<file path="src/rtl/spi_slave_pkg.sv">
// Shared types and helpers for the SPI slave timing blocks.
package spi_slave_pkg;

   typedef enum logic {
      ST_IDLE,
      ST_ACTIVE
   } ch_state_e;

   typedef struct packed {
      logic sig_ext;
      logic done;
      logic overrun;
   } ch_out_t;

   function automatic int unsigned clamp_len(input int unsigned len, input int unsigned max_len);
      return (len > max_len) ? max_len : len;
   endfunction

endpackage

</file>
<file path="src/rtl/pulse_stretch_ch.sv">
// One pulse-stretcher channel: edge/level trigger, length counter, done strobe
// and sticky overrun flag.
module pulse_stretch_ch
   import spi_slave_pkg::*;
#(
   parameter int MAX_CYCLES = 255,
   parameter int CNT_W      = $clog2(MAX_CYCLES + 1),
   parameter int RETRIGGER  = 1,
   parameter int EDGE_TRIG  = 1
) (
   input  logic             clk,
   input  logic             rst,
   input  logic             en,
   input  logic             sig_in,
   input  logic [CNT_W-1:0] len_in,
   input  logic             clr_overrun,
   output ch_out_t          ch_out
);

   ch_state_e        state_q, state_d;
   logic [CNT_W-1:0] cnt_q, cnt_d;
   logic             sig_prev_q, sig_prev_d;
   logic             sig_ext_q, sig_ext_d;
   logic             done_q, done_d;
   logic             overrun_q, overrun_d;

   logic             trig, len_nz, active, last, accept, drop;
   logic [CNT_W-1:0] len_eff;

   always_comb begin
      trig    = en & ((EDGE_TRIG != 0) ? (sig_in & ~sig_prev_q) : sig_in);
      len_eff = CNT_W'(clamp_len(32'(len_in), MAX_CYCLES));
      len_nz  = (len_eff != '0);
      active  = (state_q == ST_ACTIVE);
      last    = active & (cnt_q == CNT_W'(1));
      // The final active cycle always accepts, so back-to-back pulses join seamlessly.
      accept  = trig & len_nz & (~active | (RETRIGGER != 0) | last);
      drop    = trig & len_nz & active & ~accept;

      state_d    = state_q;
      cnt_d      = cnt_q;
      sig_ext_d  = 1'b0;
      done_d     = 1'b0;
      sig_prev_d = sig_in;
      overrun_d  = drop | (overrun_q & ~clr_overrun);

      case (state_q)
         ST_IDLE: begin
            if (accept) begin
               state_d   = ST_ACTIVE;
               cnt_d     = len_eff;
               sig_ext_d = 1'b1;
            end
         end
         ST_ACTIVE: begin
            if (accept) begin
               cnt_d     = len_eff;
               sig_ext_d = 1'b1;
            end else if (last) begin
               state_d = ST_IDLE;
               cnt_d   = '0;
               done_d  = 1'b1;
            end else begin
               cnt_d     = cnt_q - CNT_W'(1);
               sig_ext_d = 1'b1;
            end
         end
         default: begin
            state_d = ST_IDLE;
            cnt_d   = '0;
         end
      endcase
   end

   always_ff @(posedge clk) begin
      if (rst) begin
         state_q    <= ST_IDLE;
         cnt_q      <= '0;
         sig_prev_q <= 1'b0;
         sig_ext_q  <= 1'b0;
         done_q     <= 1'b0;
         overrun_q  <= 1'b0;
      end else begin
         state_q    <= state_d;
         cnt_q      <= cnt_d;
         sig_prev_q <= sig_prev_d;
         sig_ext_q  <= sig_ext_d;
         done_q     <= done_d;
         overrun_q  <= overrun_d;
      end
   end

   assign ch_out = '{sig_ext: sig_ext_q, done: done_q, overrun: overrun_q};

endmodule

</file>
<file path="src/rtl/multi_channel_pulse_stretcher.sv">
// CHANNELS independent pulse stretchers with run-time per-channel lengths.
module multi_channel_pulse_stretcher
   import spi_slave_pkg::*;
#(
   parameter int CHANNELS   = 4,
   parameter int MAX_CYCLES = 255,
   parameter int CNT_W      = $clog2(MAX_CYCLES + 1),
   parameter int RETRIGGER  = 1,
   parameter int EDGE_TRIG  = 1
) (
   input  logic                      clk,
   input  logic                      rst,
   input  logic                      en,
   input  logic [CHANNELS-1:0]       sig_in,
   input  logic [CHANNELS*CNT_W-1:0] len_in,
   input  logic [CHANNELS-1:0]       clr_overrun,
   output logic [CHANNELS-1:0]       sig_ext,
   output logic [CHANNELS-1:0]       done,
   output logic [CHANNELS-1:0]       overrun
);

   ch_out_t ch_out [CHANNELS];

   for (genvar i = 0; i < CHANNELS; i++) begin : g_ch
      pulse_stretch_ch #(
         .MAX_CYCLES (MAX_CYCLES),
         .CNT_W      (CNT_W),
         .RETRIGGER  (RETRIGGER),
         .EDGE_TRIG  (EDGE_TRIG)
      ) u_ch (
         .clk         (clk),
         .rst         (rst),
         .en          (en),
         .sig_in      (sig_in[i]),
         .len_in      (len_in[i*CNT_W +: CNT_W]),
         .clr_overrun (clr_overrun[i]),
         .ch_out      (ch_out[i])
      );

      assign sig_ext[i] = ch_out[i].sig_ext;
      assign done[i]    = ch_out[i].done;
      assign overrun[i] = ch_out[i].overrun;
   end

endmodule

</file>
<file path="config.mk">
export PLATFORM = sky130hd
export DESIGN_NAME = multi_channel_pulse_stretcher
export DESIGN_NICKNAME = d
export VERILOG_FILES = /design/src/rtl/spi_slave_pkg.sv /design/src/rtl/pulse_stretch_ch.sv /design/src/rtl/multi_channel_pulse_stretcher.sv
export SDC_FILE = /design/constraint.sdc
export NUM_CORES = 1
export LEC_CHECK = 0
export ABC_AREA = 1
export CAP_MARGIN = 20
export CORE_UTILIZATION = 50
export DETAILED_ROUTE_END_ITERATION = 7
export DONT_BUFFER_PORTS = 1
export HOLD_SLACK_MARGIN = 0.08
export PLACE_DENSITY_LB_ADDON = 0.08
export RECOVER_POWER = 50
export SLEW_MARGIN = 20
export SYNTH_ARGS = -nofsm -noshare
export SYNTH_HDL_FRONTEND = slang
export SYNTH_SLANG_ARGS = --single-unit
export TNS_END_PERCENT = 5
</file>
<file path="constraint.sdc">
create_clock -name clk -period 2.75 [get_ports clk]
set_clock_uncertainty 0.05 [all_clocks]
set_input_delay 0.55 -clock clk [delete_from_list [all_inputs] [get_ports clk]]
set_output_delay 0.55 -clock clk [all_outputs]
set_load 0.1 [all_outputs]
</file>
==> metrics.txt <==
status=complete, no violations; Synth Register Bits=48; Most used DFF post-synth=dfxtp_1; cell row count=28; Ys Warns=0; sequential fraction of the synthesis area=between 30% and 40%; fin crit share=78.3%; CP required=between 2 and 2.5 ns; initial antenna violation count=0; CP Capture Type=output pin; worst path cell trace=clkbuf_1; Critical Path Start Type=flip-flop; Wirelength per Cell=12.0 um; WS Path Type=reg2out; asr flop ratio synth=0%; Synth Cell Area=3060 um2; Max Cap Viol=0; number of global-route vias before repair=approximately 2400; Die Area=~6400 um2; syn nets=531; Synth cell types=31; setup tns final=0 ns; area delta synth->final=1.10%; final slew viol count=0; nets=approximately 520; syn avg cell area=between 6 and 7 um2; Routed Antenna Nets=0; drt pass-1 iters=5; share of cells above drive strength 1=5.51%; CP delay by family, top=buffers and inverters; top-count cell post-synth=nor2_1; final worst slack=0.597 ns; gr usage total=22.0%; Clock Path Buffers=2; minimum clock period=between 2 and 2.5 ns; hpwl dp=4950 um; Hold/Removal Path Class=in2reg; post-synth top area cell=dfxtp_1; synth top area cells=dfxtp_1 31%, nand3_1 15%, nor2_1 13%, nand2_1 12%, inv_1 5.9%; Final setup viols=0; via/cell ratio=around 5.0; cell count after synthesis=480; CTS Hold Bufs=0; # fillers=621; EDFF count, synth=0; Root Driver=clkbuf_8; post-cts resize count=0; CTS sink count=48; Ant. Diodes=0; die height=~80 um; global-route wire length before repair=between 10000 and 15000 um; Worst Path Buf+Inv=1; Core Util, Final=52.2%; CTS tree=yes; gr ovfl total=0; io pins=55; Core Box Area=5920 um2; Rel. slew slack=17.5%; P_leak=about 0.0015 uW; critical path peak fanout=3; DRT iter0 DRCs=approximately 140; CP peak stage delay=approximately 0.92 ns; Worst VDD drop=between 0.2 and 0.3 mV; die width=~80 um; via count=2750; number of remaining DRC errors=0; pwr/cell area=approximately 540 nW/um2; H-tree depth=2; post-CTS setup buffer count=0; CP max-delay cell=clkbuf_1; Worst-path clk slew=approximately 0.090 ns; Skew-Pair Late Insertion Delay=0.30 ns; Placement Setup Slack=0.852 ns; total power=around 1700 uW; Initial Util=51.7%; Tightest Pin Transition=roughly 1.2 ns; Hold Violations, Final=0; maximum clock rate=around 460 MHz; TritonCTS Buffers=5; wirelength, routed=6570 um; most frequent cells after synthesis=104 x nor2_1, 99 x nand2_1, 94 x nand3_1; Worst Path Arrival=around 1.6 ns; Yosys top cell area share=a little under a third; GPL Wtd Cong=around 0.86; largest net degree at the start of global routing=28; number of port buffers=0; unrepaired setup endpoints after global routing=false
==> sequential cells by signal, summed over array words and instances, names as in the netlist <==
signal / count
g_ch.u_ch.active: 4
g_ch.u_ch.cnt_q: 32
g_ch.u_ch.done_q: 4
g_ch.u_ch.overrun_q: 4
g_ch.u_ch.sig_prev_q: 4
==> final timing paths <==
| kind | slack [ns] | depth (start not counted) | to | start |
|---|---|---|---|---|
| max reg2reg | 0.71 | 6 | g_ch[2].u_ch.cnt_q[3] | g_ch[2].u_ch.sig_prev_q |
| max | 0.60 | 1 | sig_ext[0] | g_ch[0].u_ch.active |
| min reg2reg | 0.54 | 4 | g_ch[2].u_ch.cnt_q[1] | g_ch[2].u_ch.cnt_q[1] |
| min | 0.26 | 1 | g_ch[3].u_ch.active | rst |
==> layout make-up <==
type                       count  area (um2)  share of cell area [%]
clock buffer                   6        72.6                    2.35
multi-input combinational    357        1720                    55.5
tap                           75        93.8                    3.03
inverter                      54         203                    6.55
sequential                    48         961                    31.1
clock inverter                 1        5.00                   0.162
timing repair buffer           6        41.3                    1.33
==> layout by cell type, fill, tap and decap left out, drive strengths merged, types with 6 or more instances in the layout <==
cell    instances
clkbuf          8
o21ai           7
nor2          106
dfxtp          48
inv            51
nand4           7
nand2         101
nand3          96
xor2            8
nor3            6
ha              8
==> layer usage <==
layer | part of all wire, % | vias up | GRT usage, %
met1 | 47 | 1196 | 27.0
met2 | 47 | 47 | 37.9
met4 | 1.6 | 0 | 6.61
met5 | 0 | - | 0
met3 | 4.0 | 8 | 4.89
li1 | - | 1499 | -
==> logic make-up (layout without fill, tap and decap cells) <==
family / after synthesis / count (layout) / synth area share [%]
and+or+nand+nor: 326 / 326 / 48.3
buffers and inverters: 75 / 67 / 11.5
DFF: 48 / 48 / 31.4
xor gates and xnor gates: 12 / 12 / 3.44
AOI/OAI and AO/OA: 11 / 11 / 2.13
adders and majority gates: 8 / 8 / 3.27
==> stage by stage <==
stage,instances,hold WS [ns],instance area (um2)
global route,547,0.231,3090
finish,547,0.256,3090
detailed placement,540,0.523,3050
global placement,540,0.518,3050
floorplan,480,0.369,3060
CTS,547,0.242,3130
==> power breakdown <==
part	leakage [uW]	internal, uW	switching (uW)
clock network	0.0000410	174	229
registers	0.000393	746	53.6
logic	0.00110	178	300
==> worst register-to-register path, stage by stage, from the launching register on <==
cell and delay (ns):
dfxtp_1 0.30, nor3_1 0.81, o21ai_2 0.37, nand3_2 0.23
nor2_1 0.05, nor2_1 0.09, nor2_1 0.04
(Power assumes the default switching activity.)
